$ cat src/rtl/maze_move_ctrl.sv
// -----------------------------------------------------------------------------
// maze_move_ctrl
//   Player-move sequencer for the maze game. Debounces the active-low keypad,
//   checks each requested step against the maze wall ROM, moves the player,
//   counts accepted moves in BCD and handshakes a frame redraw with the VGA
//   draw engine before accepting the next move.
//
// Ports
//   Clk          system clock
//   Rst          asynchronous active-low reset
//   i_Keyboard   keys, active low: [0]=Up [1]=Down [2]=Left [3]=Right
//   i_fDrawDone  one-cycle pulse from the draw engine: frame finished
//   o_WallAddr   maze ROM address {Y,X} of the target cell
//   i_Wall       ROM data, 1 = wall, valid one cycle after o_WallAddr changes
//   o_PosX/Y     current player cell
//   o_MoveCnt    accepted moves, 3-digit BCD, saturates at 999
//   o_fRedraw    one-cycle redraw request
//   o_fGoal      high once the exit has been reached
//   o_LED        one-hot last accepted direction; all ones at the goal
// -----------------------------------------------------------------------------
module maze_move_ctrl #(
    parameter int X_W      = 4,
    parameter int Y_W      = 4,
    parameter int START_X  = 0,
    parameter int START_Y  = 0,
    parameter int GOAL_X   = 15,
    parameter int GOAL_Y   = 15,
    parameter int DEBOUNCE = 16
) (
    input  logic                 Clk,
    input  logic                 Rst,
    input  logic [3:0]           i_Keyboard,
    input  logic                 i_fDrawDone,
    output logic [X_W+Y_W-1:0]   o_WallAddr,
    input  logic                 i_Wall,
    output logic [X_W-1:0]       o_PosX,
    output logic [Y_W-1:0]       o_PosY,
    output logic [11:0]          o_MoveCnt,
    output logic                 o_fRedraw,
    output logic                 o_fGoal,
    output logic [3:0]           o_LED
);

    localparam int             CNT_W   = $clog2(DEBOUNCE + 1);
    localparam logic [X_W-1:0] X_MAX   = {X_W{1'b1}};
    localparam logic [Y_W-1:0] Y_MAX   = {Y_W{1'b1}};
    localparam logic [X_W-1:0] X_START = X_W'(START_X);
    localparam logic [Y_W-1:0] Y_START = Y_W'(START_Y);
    localparam logic [X_W-1:0] X_GOAL  = X_W'(GOAL_X);
    localparam logic [Y_W-1:0] Y_GOAL  = Y_W'(GOAL_Y);

    typedef enum logic [2:0] {
        ST_IDLE      = 3'd0,
        ST_ROM_WAIT  = 3'd1,
        ST_CHECK     = 3'd2,
        ST_MOVE      = 3'd3,
        ST_DRAW_WAIT = 3'd4,
        ST_GOAL      = 3'd5
    } state_t;

    // True when exactly one (active-low) key is pressed.
    function automatic logic single_key(input logic [3:0] pat);
        logic r;
        case (pat)
            4'b1110, 4'b1101, 4'b1011, 4'b0111: r = 1'b1;
            default:                            r = 1'b0;
        endcase
        return r;
    endfunction

    // BCD increment with per-digit carry, holding at 999.
    function automatic logic [11:0] bcd_inc(input logic [11:0] v);
        logic [11:0] r;
        r = v;
        if (v == 12'h999) begin
            r = v;
        end else if (v[3:0] != 4'h9) begin
            r[3:0] = v[3:0] + 4'h1;
        end else if (v[7:4] != 4'h9) begin
            r[3:0] = 4'h0;
            r[7:4] = v[7:4] + 4'h1;
        end else begin
            r[7:0]  = 8'h00;
            r[11:8] = v[11:8] + 4'h1;
        end
        return r;
    endfunction

    logic [3:0]       key_meta_r, key_sync_r, key_prev_r, key_stable_r;
    logic [CNT_W-1:0] deb_cnt_r;
    logic             armed_r;
    logic             key_event_s;
    state_t           state_r;
    logic [X_W-1:0]   tgt_x_r, tgt_x_s;
    logic [Y_W-1:0]   tgt_y_r, tgt_y_s;
    logic [3:0]       dir_r;
    logic             in_grid_s;

    // Two-flop synchroniser, stability counter and stable-pattern capture.
    always_ff @(posedge Clk or negedge Rst) begin
        if (!Rst) begin
            key_meta_r   <= 4'b1111;
            key_sync_r   <= 4'b1111;
            key_prev_r   <= 4'b1111;
            key_stable_r <= 4'b1111;
            deb_cnt_r    <= '0;
        end else begin
            key_meta_r <= i_Keyboard;
            key_sync_r <= key_meta_r;
            key_prev_r <= key_sync_r;
            if (key_sync_r != key_prev_r) begin
                deb_cnt_r <= '0;
            end else if (deb_cnt_r != CNT_W'(DEBOUNCE)) begin
                deb_cnt_r <= deb_cnt_r + CNT_W'(1);
            end else begin
                deb_cnt_r <= deb_cnt_r;
            end
            // This cycle's match is the DEBOUNCE-th consecutive one (or later).
            if ((key_sync_r == key_prev_r) && (deb_cnt_r >= CNT_W'(DEBOUNCE - 1))) begin
                key_stable_r <= key_sync_r;
            end else begin
                key_stable_r <= key_stable_r;
            end
        end
    end

    // One move per press: the event consumes armed, a full release re-arms it.
    // Multi-key patterns neither fire nor disturb armed.
    assign key_event_s = armed_r && single_key(key_stable_r);

    // Arm/disarm tracking, independent of the FSM state so releases are never missed.
    always_ff @(posedge Clk or negedge Rst) begin
        if (!Rst) begin
            armed_r <= 1'b1;
        end else if (key_stable_r == 4'b1111) begin
            armed_r <= 1'b1;
        end else if (key_event_s) begin
            armed_r <= 1'b0;
        end else begin
            armed_r <= armed_r;
        end
    end

    // Target cell for the current stable key, with grid-edge rejection.
    always_comb begin
        tgt_x_s   = o_PosX;
        tgt_y_s   = o_PosY;
        in_grid_s = 1'b1;
        case (key_stable_r)
            4'b1110: if (o_PosY == '0)   in_grid_s = 1'b0; else tgt_y_s = o_PosY - Y_W'(1);
            4'b1101: if (o_PosY == Y_MAX) in_grid_s = 1'b0; else tgt_y_s = o_PosY + Y_W'(1);
            4'b1011: if (o_PosX == '0)   in_grid_s = 1'b0; else tgt_x_s = o_PosX - X_W'(1);
            4'b0111: if (o_PosX == X_MAX) in_grid_s = 1'b0; else tgt_x_s = o_PosX + X_W'(1);
            default: in_grid_s = 1'b0;
        endcase
    end

    // Move sequencer with registered outputs. Position, count and redraw are
    // loaded on the CHECK->MOVE edge so o_fRedraw is high exactly while in MOVE.
    always_ff @(posedge Clk or negedge Rst) begin
        if (!Rst) begin
            state_r    <= ST_IDLE;
            o_PosX     <= X_START;
            o_PosY     <= Y_START;
            o_MoveCnt  <= 12'h000;
            o_WallAddr <= '0;
            o_fRedraw  <= 1'b0;
            o_fGoal    <= 1'b0;
            o_LED      <= 4'b0000;
            tgt_x_r    <= X_START;
            tgt_y_r    <= Y_START;
            dir_r      <= 4'b0000;
        end else begin
            case (state_r)
                ST_IDLE: begin
                    o_fRedraw <= 1'b0;
                    if (key_event_s && in_grid_s) begin
                        o_WallAddr <= {tgt_y_s, tgt_x_s};
                        tgt_x_r    <= tgt_x_s;
                        tgt_y_r    <= tgt_y_s;
                        dir_r      <= ~key_stable_r;
                        state_r    <= ST_ROM_WAIT;
                    end else begin
                        state_r <= ST_IDLE;
                    end
                end
                ST_ROM_WAIT: begin
                    state_r <= ST_CHECK;
                end
                ST_CHECK: begin
                    if (i_Wall) begin
                        state_r <= ST_IDLE;
                    end else begin
                        o_PosX    <= tgt_x_r;
                        o_PosY    <= tgt_y_r;
                        o_LED     <= dir_r;
                        o_MoveCnt <= bcd_inc(o_MoveCnt);
                        o_fRedraw <= 1'b1;
                        state_r   <= ST_MOVE;
                    end
                end
                ST_MOVE: begin
                    // A draw-done pulse coincident with the request is stale.
                    o_fRedraw <= 1'b0;
                    state_r   <= ST_DRAW_WAIT;
                end
                ST_DRAW_WAIT: begin
                    o_fRedraw <= 1'b0;
                    if (!i_fDrawDone) begin
                        state_r <= ST_DRAW_WAIT;
                    end else if ((o_PosX == X_GOAL) && (o_PosY == Y_GOAL)) begin
                        o_fGoal <= 1'b1;
                        o_LED   <= 4'b1111;
                        state_r <= ST_GOAL;
                    end else begin
                        state_r <= ST_IDLE;
                    end
                end
                ST_GOAL: begin
                    o_fRedraw <= 1'b0;
                    o_fGoal   <= 1'b1;
                    o_LED     <= 4'b1111;
                    state_r   <= ST_GOAL;
                end
                default: begin
                    o_fRedraw <= 1'b0;
                    state_r   <= ST_IDLE;
                end
            endcase
        end
    end

endmodule

$ cat config.mk
export PLATFORM = sky130hd
export DESIGN_NAME = maze_move_ctrl
export DESIGN_NICKNAME = d
export VERILOG_FILES = /design/src/rtl/maze_move_ctrl.sv
export SDC_FILE = /design/constraint.sdc
export NUM_CORES = 1
export LEC_CHECK = 0
export BUFFER_PORTS_ARGS = -buffer_cell sky130_fd_sc_hd__buf_4
export CAP_MARGIN = 20
export CORE_UTILIZATION = 45
export CTS_BUF_LIST = sky130_fd_sc_hd__clkbuf_2 sky130_fd_sc_hd__clkbuf_4 sky130_fd_sc_hd__clkbuf_8
export DETAILED_ROUTE_END_ITERATION = 8
export PLACE_DENSITY = 0.63
export SLEW_MARGIN = 20
export SYNTH_ARGS = -nofsm -noshare
export SYNTH_HDL_FRONTEND = slang
export SYNTH_SLANG_ARGS = --single-unit
$ cat constraint.sdc
create_clock -name Clk -period 2.85 [get_ports Clk]
set_input_delay 0.57 -clock Clk [delete_from_list [all_inputs] [get_ports Clk]]
set_output_delay 0.57 -clock Clk [all_outputs]
set_load 0.005 [all_outputs]
Word level (Yosys, flattened, before mapping):

Index checks and enable logic that the tools add are counted.

* register bits: 71
* bits in latches: 0
* memory bits (writable): 0
* bits in read-only memories: 0
* logic and storage cells: 107
* memories: 0

* add/sub/neg operators: 8
* multipliers: 0
* divide/modulo/power cells: 0
* magnitude comparators: 1
* eq/ne operators: 21
* shift-type cells: 0
* multiplexer cells: 32
* bitwise operators: 6
* reduce and logical (&&, ||, !) cells: 20

Operator list (number)
* $mux 4: 8
* $eq 4x4->1 const B: 6
* $add 4x1->4 const B: 5
* $pmux 3 s6: 1
* $pmux 4 s2: 2
* $eq 12x12->1 const B: 1
* $pmux 4 s3: 1
* $mux 1: 11
* $mux 5: 2
* $logic_not 4->1: 2
* $mux 8: 1
* $ne 4x4->1 const B: 2
* $reduce_and 4->1: 2
* $sub 4x1->4 const B: 2
* $eq 3x2->1 const B: 2
* $eq 3x3->1 const B: 2
* $mux 3: 2
* $ne 2x2->1 const B: 3
* $reduce_and 2->1: 3
* $reduce_and 3->1: 2
* $reduce_bool 2->1: 3
* $add 5x1->5 const B: 1
* $ge 5x4->1 const B: 1
* $ne 5x5->1 const B: 1
* other kinds (14): 22

Depth between registers and ports, before layout:

* depth after elaboration: 7
* gate-level depth with buffers: 8

Worst setup path after synthesis:

No wires, ideal clock.

* kind: reg2reg
* start point: register key_stable_r[3]
* end point: register o_WallAddr[3]
* arrival: 1.791 ns
* required time: 2.725 ns
* slack: 0.934 ns
* stages on the path, launching flop included: 8
* path buffers: 2
* cells stage by stage: dfstp_2 > buf_6 > and4b_2 > o21ai_2 > a21boi_4 > a21oi_2 > buf_6 > mux2_4

* word-level cells in the longest chain between the ends: 6

Ends and longest elaborated chain
* start, declared: line 89 `logic [3:0] key_meta_r, key_sync_r, key_prev_r, key_stable_r;`
* start signal, assigned: line 120 `key_stable_r <= key_sync_r;`
* start signal, assigned: line 122 `key_stable_r <= key_stable_r;`
* $eq 4x3->1 / $eq 4x4->1 (equally long branches): line 64, 149
* $reduce_or 4->1: line 64 `case (pat)`
* $mux 1: line 64
* $logic_and 1x1->1: line 129 `assign key_event_s = armed_r && single_key(key_stable_r);`
* $logic_and 1x1->1: line 177 `if (key_event_s && in_grid_s) begin`
* $reduce_and 2->1 (no line)
* end signal, assigned: line 178 `o_WallAddr <= {tgt_y_s, tgt_x_s};`
* end, declared: line 34 `output logic [X_W+Y_W-1:0] o_WallAddr,`

Parallel ways exist; a longest one is shown, timed or not.
A chain may end at the register's enable or synchronous reset.

Worst setup path after layout:

* start point: register key_stable_r[1]
* end point: register o_WallAddr[3]

Same word-level chain as after synthesis.

==> results.json <==
{
  "status": "finished, final reports clean",
  "n_fill_cell": 596,
  "grt_pass1_wl_um": 9920,
  "rsz0062_at_grt": "no",
  "peakVddDrop_v": 0.000384,
  "crit_cells": 6,
  "synth-edff-count": 0,
  "die_w_um": 85.6,
  "min_period_ns": 2.25,
  "vias": 2238,
  "area_growth_pct": 18.0,
  "path_cells": "and4b_2 > o21ai_2 > a21boi_4 > a21oi_2 > buf_4 > mux2_4",
  "power_density_nw_per_um2": 466,
  "worst_pin_slew_ns": 0.884,
  "end_kind": "flip-flop",
  "setup_viol": 0,
  "ys_seq_elements": 63,
  "layout.nets": 346,
  "synth_nets": 301,
  "yosysUniqueCellTypes": 56,
  "post_cts_buffers": 0,
  "clk_latency_ns": 0.35,
  "postPlaceCellArea_um2": 3520,
  "dp_cells": 414,
  "crit_type": "flip-flop to flip-flop",
  "syn_inst": 284,
  "numPortBuffers": 41,
  "start_kind": "flip-flop",
  "initial_core_util_pct": 46.3,
  "h-tree-depth": 3,
  "path_buf_inv": 1,
  "cts.sinks": 63,
  "timing.setup.tns_ns": 0,
  "fmax_mhz": 444,
  "hpwl_um": 4090,
  "dieArea_um2": 7330,
  "globalRouteOverflowTotal": 0,
  "total_leakage_power_nw": 1.68,
  "cts_resized": 0,
  "grt_pass1_vias": 2002,
  "fin_area_um2": 3710,
  "fin_crit_sh_pct": 79.1,
  "cts_tree": "done",
  "postSynthAreaPerCell_um2": 11.1,
  "ioPinCount": 42,
  "drt_wl_total_um": 5870,
  "drive_gt1_share_pct": 29.0,
  "syn_area_um2": 3150,
  "worstPathRequired_ns": 3.08,
  "ys_warn_count": 0,
  "grt_max_degree": 64,
  "rr_worst_depth": 6,
  "clockRootBuffer": "clkbuf_8",
  "drtAntennaViolNets": 0,
  "die_h_um": 85.6,
  "gp_congestion": 0.795,
  "drt_iter0_markers": 143,
  "diodes": 0,
  "yosysSeqAreaShare_pct": 50.8,
  "path_clk_slew_ns": 0.08,
  "cts_buffers": 9,
  "vias_per_cell": 5.20,
  "rows": 30,
  "relSlewSlack_pct": 40.2,
  "cap_violations": 0,
  "postCtsHoldBufs": 0,
  "cp_top_family": "flip-flops",
  "drc_errors": 0,
  "fin_skew_ns": 0.0111,
  "synth-main-ff-cell": "dfrtp_1",
  "hold_viol": 0,
  "async_reset_ff_share_pct": 100,
  "stdcell_count": 430,
  "grt_use_total_pct": 17.7,
  "wl_per_cell_um": 13.7,
  "core_um2": 6790,
  "cp_max_fo": 12,
  "cp_slowest_stage_delay_ns": 0.67,
  "antenna_found_initial": 0,
  "cp_slowest_cell": "dfstp_2",
  "worstPathArrival_ns": 2.48,
  "clockBufferDepth": 2,
  "maxSlewViolCount": 0,
  "first_pass_iters": 4,
  "holdCritPathClass": "input pin to asynchronous set/reset pin"
}
flip-flops by register name (all words and copies together) (netlist names):
| register | count |
|---|---|
| o_LED | 4 |
| state_r | 3 |
| o_PosX | 4 |
| armed_r | 1 |
| dir_r | 4 |
| o_fRedraw | 1 |
| key_meta_r | 4 |
| key_sync_r | 4 |
| key_prev_r | 4 |
| o_PosY | 4 |
| deb_cnt_r | 5 |
| o_WallAddr | 8 |
| key_stable_r | 4 |
| o_MoveCnt | 12 |
| o_fGoal | 1 |
per-layer routing:
| metal | track usage (%) | wire (um) |
|---|---|---|
| met1 | 25.4 | 2940 |
| met2 | 25.4 | 2580 |
| met3 | 5.58 | 255 |
| met4 | 6.36 | 92 |
| met5 | 0 | 0 |
cells in the mapped netlist, types with 5 or more instances:
library cell	instances	area (um2)
a21oi_1	12	60.1
a31oi_1	6	37.5
buf_6	5	56.3
dfrtp_1	46	1150
dfstp_2	17	447
ha_1	9	113
inv_1	24	90.1
mux2_2	7	78.8
mux2i_1	8	80.1
nand2_1	21	78.8
nand3_1	9	45.0
nor2_1	10	37.5
nor2b_1	7	43.8
nor3_1	7	35.0
o21ai_0	9	45.0
or3_1	5	31.3
xnor2_1	11	96.3
logic make-up after synthesis:
kind of cell / count (synthesis) / synth area share [%]
simple gates: 89 / 16.9
flops: 63 / 50.8
compound gates: 57 / 13.0
buf+inv: 34 / 5.37
mux: 18 / 6.48
xor+xnor: 14 / 3.90
fa+ha+maj: 9 / 3.58
cell usage in the layout (no fill, tap or decap), drive strengths merged, types with 2 or more instances in the layout:
cell type,n
dfrtp,46
buf,44
inv,27
nand2,21
dfstp,17
a21oi,13
xnor2,11
o21ai,11
nor2,10
mux2,10
nand3,9
ha,9
clkbuf,9
mux2i,8
nor2b,7
nor3,7
a31oi,6
or3,5
and3,4
a2bb2oi,4
nand2b,3
nand4,3
xor2,3
o311ai,3
nor3b,3
nand4b,3
and4b,3
nor4b,3
a211oi,3
a21o,2
nand3b,2
o31ai,2
and2,2
a222oi,2
a211o,2
a311oi,2
clkinv,2
report_power, final:
part | switching, mW | internal (mW)
combinational | 0.0232 | 0.0125
sequential | 0.00546 | 0.910
clock | 0.374 | 0.405
total | 0.402 | 1.33
path summary, 6_finish.rpt:
| kind | start | end | slack (ns) |
|---|---|---|---|
| worst max-delay path | key_stable_r[1]$_DFFE_PN1P_ | o_WallAddr[3]$_DFFE_PN0P_ | 0.60 |
| worst min-delay path | Rst | o_MoveCnt[6]$_DFFE_PN0P_ | 0.30 |
| worst max register to register | key_stable_r[1]$_DFFE_PN1P_ | o_WallAddr[3]$_DFFE_PN0P_ | 0.60 |
| worst min register to register | key_meta_r[0]$_DFF_PN1_ | key_sync_r[0]$_DFF_PN1_ | 0.36 |
| max in group asynchronous | Rst | dir_r[0]$_DFFE_PN0P_ | 2.03 |
| min in group Clk | i_Keyboard[0] | key_meta_r[0]$_DFF_PN1_ | 0.33 |
through the flow:
| stage | total power [mW] | hold slack [ns] | utilization [%] | worst slack, ns |
|---|---|---|---|---|
| 3_3_place_gp | 0.970 | 0.345 | 51.8 | 0.654 |
| 6_report | 1.73 | 0.298 | 54.7 | 0.596 |
| 4_1_cts | 1.75 | 0.314 | 54.7 | 0.598 |
| 3_5_place_dp | 0.970 | 0.347 | 51.8 | 0.618 |
| 5_1_grt | 1.79 | 0.304 | 54.7 | 0.438 |
| 2_1_floorplan | 0.942 | 0.274 | - | 0.934 |
cell type report:
type / count / area (um2) / area share (%)
repair buffers: 44 / 330 / 8.89
well taps: 96 / 120 / 3.23
flip-flops and latches: 63 / 1600 / 43.0
clock inverters: 7 / 70.1 / 1.89
clock buffers: 9 / 124 / 3.34
multi-input cells: 187 / 1380 / 37.2
inverters: 24 / 90.1 / 2.43
(Power assumes the default switching activity.)
